$ cat src/rtl/winograd_pkg.sv
// Shared constants, tile types and saturation helper for the Winograd F(2x2,3x3) datapath.
package winograd_pkg;

    localparam int WINO_M   = 4;   // input tile edge
    localparam int WINO_R   = 3;   // filter taps
    localparam int WINO_OUT = 2;   // output tile edge
    localparam int WINO_W   = 16;  // default element width

    typedef logic [0:WINO_M-1][0:WINO_M-1][WINO_W-1:0]     tile4x4_t;
    typedef logic [0:WINO_OUT-1][0:WINO_OUT-1][WINO_W-1:0] tile2x2_t;

    // Clamp a signed value into the range of a w-bit two's complement number.
    function automatic logic signed [31:0] sat_to_width(input logic signed [31:0] v,
                                                        input int w);
        logic signed [31:0] hi;
        logic signed [31:0] lo;
        hi = (32'sd1 <<< (w - 1)) - 32'sd1;
        lo = -(32'sd1 <<< (w - 1));
        if (v > hi)
            return hi;
        else if (v < lo)
            return lo;
        else
            return v;
    endfunction

endpackage

$ cat src/rtl/winograd_pipe_stage.sv
// Generic valid/ready register slice; full throughput, ready chains combinationally.
module winograd_pipe_stage #(
    parameter int DW = 8
) (
    input  logic          clk,
    input  logic          rst_n,
    input  logic          in_valid,
    output logic          in_ready,
    input  logic [DW-1:0] in_data,
    output logic          out_valid,
    input  logic          out_ready,
    output logic [DW-1:0] out_data
);

    assign in_ready = !out_valid || out_ready;

    // NOTE: state uses non-blocking assignments; the payload register is reset too so
    // a flushed slice never exposes stale data on its outputs.
    always_ff @(posedge clk or negedge rst_n) begin
        if (!rst_n) begin
            out_valid <= 1'b0;
            out_data  <= '0;
        end else if (in_ready) begin
            out_valid <= in_valid;
            if (in_valid)
                out_data <= in_data;
        end
    end

endmodule

$ cat src/rtl/winograd_output_transform.sv
// F(2x2,3x3) output transform Y = A^T*M*A as a two-slice stallable pipeline
// (column pass before slice 1, row pass plus saturation before slice 2).
module winograd_output_transform
    import winograd_pkg::*;
#(
    parameter int WIDTH      = 16,
    parameter int FRAC_WIDTH = 8,
    parameter int CNT_WIDTH  = 16
) (
    input  logic                                       clk,
    input  logic                                       rst_n,
    input  logic                                       in_valid,
    output logic                                       in_ready,
    input  logic                                       in_last,
    input  logic [0:WINO_M-1][0:WINO_M-1][WIDTH-1:0]     M,
    output logic                                       out_valid,
    input  logic                                       out_ready,
    output logic                                       out_last,
    output logic [0:WINO_OUT-1][0:WINO_OUT-1][WIDTH-1:0] Y,
    output logic                                       sat_flag,
    output logic [CNT_WIDTH-1:0]                       sat_count
);

    localparam int TW  = WIDTH + 2;
    localparam int YW  = WIDTH + 4;
    localparam int S1W = WINO_OUT * WINO_M * TW + 1;
    localparam int S2W = WINO_OUT * WINO_OUT * WIDTH + 2;

    // Fractional bits only pass through; the helper works on 32-bit intermediates.
    if (FRAC_WIDTH >= WIDTH || YW > 32) begin : g_param_check
        $error("winograd_output_transform: unsupported WIDTH/FRAC_WIDTH");
    end

    logic signed [TW-1:0] t_in [0:WINO_OUT-1][0:WINO_M-1];
    logic signed [TW-1:0] t_q  [0:WINO_OUT-1][0:WINO_M-1];
    logic signed [YW-1:0] y_full [0:WINO_OUT-1][0:WINO_OUT-1];
    logic signed [31:0]   y_sat  [0:WINO_OUT-1][0:WINO_OUT-1];
    logic [S1W-1:0]       s1_in, s1_q;
    logic [S2W-1:0]       s2_in, s2_q;
    logic                 s1_valid, s2_in_ready, clip_any;

    // Column pass: T = A^T * M.
    // NOTE: every combinational output gets a default first, so no path can infer a latch.
    always_comb begin
        s1_in = '0;
        for (int j = 0; j < WINO_M; j++) begin
            t_in[0][j] = '0;
            for (int k = 0; k < WINO_R; k++)
                t_in[0][j] += TW'(signed'(M[k][j]));
            t_in[1][j] = TW'(signed'(M[1][j])) - TW'(signed'(M[2][j])) - TW'(signed'(M[3][j]));
        end
        for (int i = 0; i < WINO_OUT; i++)
            for (int j = 0; j < WINO_M; j++)
                s1_in[(i*WINO_M + j)*TW +: TW] = t_in[i][j];
        s1_in[S1W-1] = in_last;
    end

    winograd_pipe_stage #(.DW(S1W)) u_stage1 (
        .clk       (clk),
        .rst_n     (rst_n),
        .in_valid  (in_valid),
        .in_ready  (in_ready),
        .in_data   (s1_in),
        .out_valid (s1_valid),
        .out_ready (s2_in_ready),
        .out_data  (s1_q)
    );

    // Row pass: Y' = T * A, exact at WIDTH+4 bits, then clamp each element.
    always_comb begin
        s2_in    = '0;
        clip_any = 1'b0;
        for (int i = 0; i < WINO_OUT; i++) begin
            for (int j = 0; j < WINO_M; j++)
                t_q[i][j] = s1_q[(i*WINO_M + j)*TW +: TW];
            y_full[i][0] = '0;
            for (int k = 0; k < WINO_R; k++)
                y_full[i][0] += YW'(t_q[i][k]);
            y_full[i][1] = YW'(t_q[i][1]) - YW'(t_q[i][2]) - YW'(t_q[i][3]);
            for (int j = 0; j < WINO_OUT; j++) begin
                y_sat[i][j] = sat_to_width(32'(y_full[i][j]), WIDTH);
                clip_any    = clip_any | (y_sat[i][j] != 32'(y_full[i][j]));
                s2_in[(i*WINO_OUT + j)*WIDTH +: WIDTH] = y_sat[i][j][WIDTH-1:0];
            end
        end
        s2_in[S2W-2] = clip_any;
        s2_in[S2W-1] = s1_q[S1W-1];
    end

    winograd_pipe_stage #(.DW(S2W)) u_stage2 (
        .clk       (clk),
        .rst_n     (rst_n),
        .in_valid  (s1_valid),
        .in_ready  (s2_in_ready),
        .in_data   (s2_in),
        .out_valid (out_valid),
        .out_ready (out_ready),
        .out_data  (s2_q)
    );

    always_comb begin
        for (int i = 0; i < WINO_OUT; i++)
            for (int j = 0; j < WINO_OUT; j++)
                Y[i][j] = s2_q[(i*WINO_OUT + j)*WIDTH +: WIDTH];
    end

    assign sat_flag = s2_q[S2W-2];
    assign out_last = s2_q[S2W-1];

    // Counts clipped tiles as they load into slice 2; sticks at all-ones.
    always_ff @(posedge clk or negedge rst_n) begin
        if (!rst_n)
            sat_count <= '0;
        else if (s1_valid && s2_in_ready && clip_any && sat_count != '1)
            sat_count <= sat_count + CNT_WIDTH'(1);
    end

endmodule

$ cat config.mk
export PLATFORM = sky130hd
export DESIGN_NAME = winograd_output_transform
export DESIGN_NICKNAME = d
export VERILOG_FILES = /design/src/rtl/winograd_pkg.sv /design/src/rtl/winograd_pipe_stage.sv /design/src/rtl/winograd_output_transform.sv
export SDC_FILE = /design/constraint.sdc
export NUM_CORES = 1
export LEC_CHECK = 0
export CORE_MARGIN = 1
export CORE_UTILIZATION = 40
export DETAILED_ROUTE_END_ITERATION = 8
export GPL_ROUTABILITY_DRIVEN = 0
export SYNTH_ARGS = -nofsm -noshare
export SYNTH_HDL_FRONTEND = slang
export SYNTH_SLANG_ARGS = --single-unit
export TNS_END_PERCENT = 100
$ cat constraint.sdc
create_clock -name clk -period 5.8 [get_ports clk]
set_clock_uncertainty 0.1 [all_clocks]
set_input_delay 0.87 -clock clk [delete_from_list [all_inputs] [get_ports clk]]
set_output_delay 0.87 -clock clk [all_outputs]
set_load 0.05 [all_outputs]
Word-level counts from Yosys, hierarchy flattened
Cells that the tools add are included.
{"block": "totals", "ff_bits": 229, "inputBits": 261, "output_inout_bits": 84, "elab_cells": 63}
{"block": "classes", "addsub": 25, "order_cmp": 8, "eq_ne": 5, "muxes": 8, "n_bitwise": 3, "n_reduce_logical": 9}
{"operator": "$mux W32", "count": 8}
{"operator": "$ne A32 B20 Y1", "count": 4}
{"operator": "$gt A20 B16 Y1 const B", "count": 4}
{"operator": "$lt A20 B16 Y1 const B", "count": 4}
{"operator": "$add A17 B16 Y18", "count": 4}
{"operator": "$sub A17 B16 Y18", "count": 4}
{"operator": "$add A16 B16 Y17", "count": 4}
{"operator": "$sub A16 B16 Y17", "count": 4}
{"operator": "$add A19 B18 Y20", "count": 2}
{"operator": "$sub A19 B18 Y20", "count": 2}
{"operator": "$add A18 B18 Y19", "count": 2}
{"operator": "$sub A18 B18 Y19", "count": 2}
{"operator": "$add A16 B1 Y16 const B", "count": 1}
{"operator": "$ne A16 B16 Y1 const B", "count": 1}
{"operator": "$reduce_and A2 Y1", "count": 2}
{"operator": "$logic_and A1 B1 Y1", "count": 3}
{"operator": "$or A1 B1 Y1", "count": 3}
{"operator": "$logic_not A1 Y1", "count": 2}
{"operator": "$logic_or A1 B1 Y1", "count": 2}

Longest topological paths before layout
Gate-level depths: netlist of the first run.
{"block": "logic_depth", "word_depth": 11, "ltp_mapped": 22, "ltp_nobuf": 21}

Modules after synthesis
Synthesis of the first run repeated with hierarchy kept, for this count alone.
{"block": "hier_totals", "cells_unflattened": 2429, "area_unflattened_um2": 24054.3}
{"module": "winograd_output_transform", "instances": 1, "cells_each": 1977, "area_per_inst_um2": 15738.8, "seq_area_each_um2": 400.4}
{"module": "winograd_pipe_stage (u_stage1)", "instances": 1, "cells_each": 309, "area_per_inst_um2": 5617.9, "seq_area_each_um2": 3653.5}
{"module": "winograd_pipe_stage (u_stage2)", "instances": 1, "cells_each": 143, "area_per_inst_um2": 2697.6, "seq_area_each_um2": 1676.6}

Worst setup path before layout of the first run
OpenSTA, ideal clock, no wires.
{"block": "synth_timing", "kind": "register to register", "from": "reg u_stage1.out_data[91]", "to": "reg sat_count[13]", "setup_time_ns": 0.146, "arrival_ns": 4.948, "required_ns": 5.554, "path_slack_ns": 0.606, "path_stages_with_launch": 23, "n_path_buf": 1, "synth_period_minus_slack_ns": 5.194, "cell_sequence": "dfrtp_1 inv_1 fa_1 inv_1 ha_1 fa_1 a21oi_1 o22ai_1 o211ai_2 a31oi_1 o31a_1 or4_1 o311ai_1 nand2_1 or3_1 ha_1 inv_1 a31oi_1 nand4bb_1 nor4_4 buf_4 nor3_1 xor2_1"}
{"block": "synth_between", "elab_chain_len": 10, "word_cells_on_any_way": 18, "classes_between": "add/sub (4); order compare (4); eq/ne (2); mux (4); bitwise (2); reduce/logical (2)"}
{"element": "from (decl)", "line_no": "winograd_pipe_stage.sv:12", "rtl": "output logic [DW-1:0] out_data"}
{"element": "from (signal assigned)", "line_no": "winograd_pipe_stage.sv:26", "rtl": "out_data <= in_data;"}
{"element": "$add A18 B18 Y19", "line_no": "winograd_output_transform.sv:78", "rtl": "y_full[i][0] += YW'(t_q[i][k]);"}
{"element": "$add A19 B18 Y20", "line_no": "winograd_output_transform.sv:78"}
{"element": "$lt A20 B16 Y1", "line_no": "winograd_pkg.sv:21", "rtl": "else if (v < lo)"}
{"element": "$mux W32", "line_no": "winograd_pkg.sv:21"}
{"element": "$mux W32", "line_no": "winograd_pkg.sv:19", "rtl": "if (v > hi)"}
{"element": "$ne A32 B20 Y1", "line_no": "winograd_output_transform.sv:82", "rtl": "clip_any = clip_any | (y_sat[i][j] != 32'(y_full[i][j]));"}
{"element": "$or A1 B1 Y1", "line_no": "winograd_output_transform.sv:82"}
{"element": "$or A1 B1 Y1 (*)", "line_no": "winograd_output_transform.sv:82"}
{"element": "$logic_and A1 B1 Y1 (*) (2 in a row)", "line_no": "winograd_output_transform.sv:114", "rtl": "else if (s1_valid && s2_in_ready && clip_any && sat_count != '1)"}
{"element": "to (signal assigned)", "line_no": "winograd_output_transform.sv:115", "rtl": "sat_count <= sat_count + CNT_WIDTH'(1);"}
{"element": "to (decl)", "line_no": "winograd_output_transform.sv:21", "rtl": "output logic [CNT_WIDTH-1:0] sat_count"}
Every way passes the cells marked *; elsewhere a longest branch is shown, timed or not.
A chain may end at the register's enable or synchronous reset.

Worst setup path in the final report of the first run
{"block": "layout_timing", "from": "reg u_stage1.out_data[19]", "to": "reg sat_count[1]"}
{"block": "layout_between", "elab_chain_len": 11, "word_cells_on_any_way": 19, "classes_between": "add/sub (4); order compare (4); eq/ne (2); mux (4); bitwise (3); reduce/logical (2)"}
{"element": "$add A18 B18 Y19 / $sub A18 B18 Y19 (equally long branches)", "line_no": "winograd_output_transform.sv:78, winograd_output_transform.sv:79"}
{"element": "$add A19 B18 Y20 / $sub A19 B18 Y20 (equally long branches)", "line_no": "winograd_output_transform.sv:78, winograd_output_transform.sv:79"}
{"element": "$lt A20 B16 Y1", "line_no": "winograd_pkg.sv:21"}
{"element": "$mux W32", "line_no": "winograd_pkg.sv:21"}
{"element": "$mux W32", "line_no": "winograd_pkg.sv:19"}
{"element": "$ne A32 B20 Y1", "line_no": "winograd_output_transform.sv:82"}
{"element": "$or A1 B1 Y1 (*) (3 in a row)", "line_no": "winograd_output_transform.sv:82"}
{"element": "$logic_and A1 B1 Y1 (*) (2 in a row)", "line_no": "winograd_output_transform.sv:114"}
Marked as above.

==> results of run 1 <==
worst paths after layout:
path,end,cells past startpoint,slack (ns)
worst max-delay path,sat_count[1],20,0.22
worst min-delay path,u_stage1.out_data[75],1,0.25
worst max register to register,sat_count[1],20,0.22
worst min register to register,u_stage1.out_data[60],2,0.38
max in group asynchronous,u_stage1.out_data[83],2,4.20
min in group clk,u_stage1.out_data[60],2,0.38
cell families after synthesis:
| group | Yosys count | share of synthesized area, % |
|---|---|---|
| AO/OA/AOI/OAI | 635 | 17.7 |
| XOR/XNOR | 163 | 6.25 |
| adder cells (fa/ha/maj) | 421 | 29.8 |
| buffers and inverters | 378 | 6.23 |
| flip-flops | 229 | 25.1 |
| multiplexers | 18 | 0.866 |
| AND/OR/NAND/NOR | 668 | 14.0 |
final cells by class:
class / count / area [um2] / share of cell area, %
multi-input combinational: 1905 / 15700 / 55.8
clock buffer: 37 / 795 / 2.82
clock inverter: 14 / 186 / 0.662
antenna: 1 / 2.50 / 0.00888
timing repair buffer: 360 / 3620 / 12.8
tap: 756 / 946 / 3.36
inverter: 313 / 1170 / 4.17
sequential: 229 / 5730 / 20.3
Yosys cell counts, types with 47 or more instances:
cell type / n
xor2_1: 85
inv_1: 313
nor3_1: 47
fa_1: 206
o21ai_0: 206
a21oi_1: 139
ha_1: 215
nor2_1: 135
xnor2_1: 78
nand3_1: 50
nand2_1: 250
clkbuf_1: 59
dfrtp_1: 229
a21o_1: 53
worst max-delay path, cell delays in order, from the launching register on:
cell	delay, ns
dfrtp_1	0.45
inv_1	0.14
fa_1	0.53
inv_1	0.04
ha_1	0.23
fa_1	0.44
a211oi_1	0.40
o21ai_0	0.18
a21oi_1	0.38
o211a_1	0.21
or2_2	0.16
and4bb_2	0.23
o31ai_1	0.12
or3_1	0.40
ha_1	0.21
nor3_1	0.19
o21ai_1	0.13
nor4_4	0.34
buf_12	0.19
nor2_1	0.07
mux2_1	0.31
sequential cells by signal, indices dropped and copies added (netlist names):
name and cells:
u_stage2.out_valid 1, u_stage1.out_data 145, u_stage2.out_data 66, sat_count 16, u_stage1.out_valid 1
what timing repair did:
item | CTS | global route
hold buffers | 0 | 0
setup endpoints to repair | 0 | 10
endpoints found under the hold margin | 0 | 0
resized for setup | 0 | 4
layer usage:
layer	wire length [um]	part of all wire, %	vias to the layer above
met1	30900	45	9288
met5	0	0	-
met3	3880	5.7	88
met2	31500	46	627
li1	-	-	9285
met4	2230	3.2	0
layout by cell type (no fill, tap or decap), drive strengths merged, types with 11 or more instances in the layout:
cell           synthesis  final
o211ai                23     23
clkbuf                59     37
nand3                 50     50
and2                  11     11
a31oi                 17     17
ha                   215    215
and3                  22     22
or3                   14     14
o22a                  27     27
o31ai                 28     28
fa                   206    206
buf                    6     17
dfrtp                229    229
a21o                  53     53
a211o                 13     13
nand2                250    250
o21ai                210    210
mux2                  14     14
xor2                  85     85
nand2b                37     37
inv                  313    314
nor3                  47     47
nor2b                 21     21
a21oi                139    139
nor3b                 11     11
nor2                 135    135
clkdlybuf4s50          0    343
o21a                  29     29
xnor2                 78     78
a21boi                12     12
nand4                 24     24
a211oi                15     15
power groups by stage:
stage / sequential (mW) / clock (mW) / combinational, mW
6_report: 2.78 / 1.88 / 14.7
5_1_grt: 2.86 / 1.98 / 16.2
4_1_cts: 2.80 / 1.92 / 14.5
3_5_place_dp: 2.83 / 0 / 14.4
3_3_place_gp: 2.81 / 0 / 14.2
2_1_floorplan: 3.35 / 0 / 9.81
==> results.ini, run 1 <==
[status]
outcome=completed

[power]
seqPwrFrac_pct=14.3
p_per_area_nw_per_um2=688
p_leak_nw=12.8
total_power_mw=19.4
p_sw_mw=10.3
p_clk_share_pct=9.7
ir_drop_mv=0.364
p_int_mw=9.10
power_frac_comb_pct=76.0
p_sw_share_pct=53.1

[floorplanning]
initial_core_util_pct=40.5
core_um2=56400
fp.dieH_um=241
dieArea_um2=58000
die_width_um=241
row_count=87
ios=345

[critical_path]
end_kind=flip-flop
r2r-start=u_stage1.out_data[19]
startpoint=u_stage1.out_data[19]
cp.required_ns=6.17
start_kind=flip-flop
critical_path_class=reg2reg
crit_arrival_ns=5.94
cp_max_fo=16

[drt]
wire_per_inst_um=18.9
dr.pass1.iters=7
drtIter0Drc=1245
ant_nets=0
vias_per_cell=5.34
vias=19300
wirelength_um=68500
route.detailed.drc=0

[placed_design]
io_buffers=344
placed_cell_area_um2=27200
placed_cells=3563
dp_slack_ns=0.151
dp.final_hpwl_um=57300

[sta]
slew_headroom_pct=28.3
worstMarginPinSlew_ns=1.07
period_share_pct=96.2
hold_slack_ns=0.251
setup-tns-final_ns=0
rsz0062_at_grt=false
setup_slack_ns=0.221
fmax_ghz=0.179
hold_viol=0
period_needed_ns=5.58
setup_violations=0
timing.final.max_slew_violations=0

[cts]
numCtsBuffers=28
clock_path_buffers=3
clk-insertion-delay-late_ns=0.59
cts_htree_levels=1
root_buffer=clkbuf_16
post-cts-setup-buffers=0
cts_tree=yes
cts_sinks=229
path_clk_slew_ns=0.06

[global_routing]
grt_overflow=0
grt_pass1_wl_um=105000
busiest_layer=met2
met2_usage_pct=38.5
grt_pass1_vias=19000
met1_usage_pct=32.7
globalRouteTotalUtil_pct=23.6
grt_use_met3_pct=2.62
antenna_found_initial=1
grt_start_max_net_pins=119

[synth]
syn_nets=3194
avgSynthCellArea_um2=9.09
synth_top_area_share_pct=25.1
yosys_warnings=0
syn_area_um2=22800
ys_seq_area_share_pct=25.1
synth_ff_type=dfrtp_1
synth_cell_types=70
synth_edf_count=0
syn_inst=2512
ys_seq_elements=229
synth_area_leaders=dfrtp_1, fa_1, ha_1
post-synth-top-area-cell=dfrtp_1
async_reset_ff_share_pct=100

[cells_and_area]
finalNonFillerCells=3615
nFillCells=5293
final_area_um2=28200
utilization_pct=49.9
nets=3519
areaGrowthSynthToFinish_pct=23.4
drive_above_1_share_pct=3.43

[run]
cap_violations=0

[hold_path]
min_path_type=in2async

Power figures use the tool's default switching activity.
==> run 2: changes to the inputs <==
SKIP_CTS_REPAIR_TIMING = 1   (was unset)
==> results of run 2 <==
No change in the layout: final DEF, timing and power equal those of run 1.
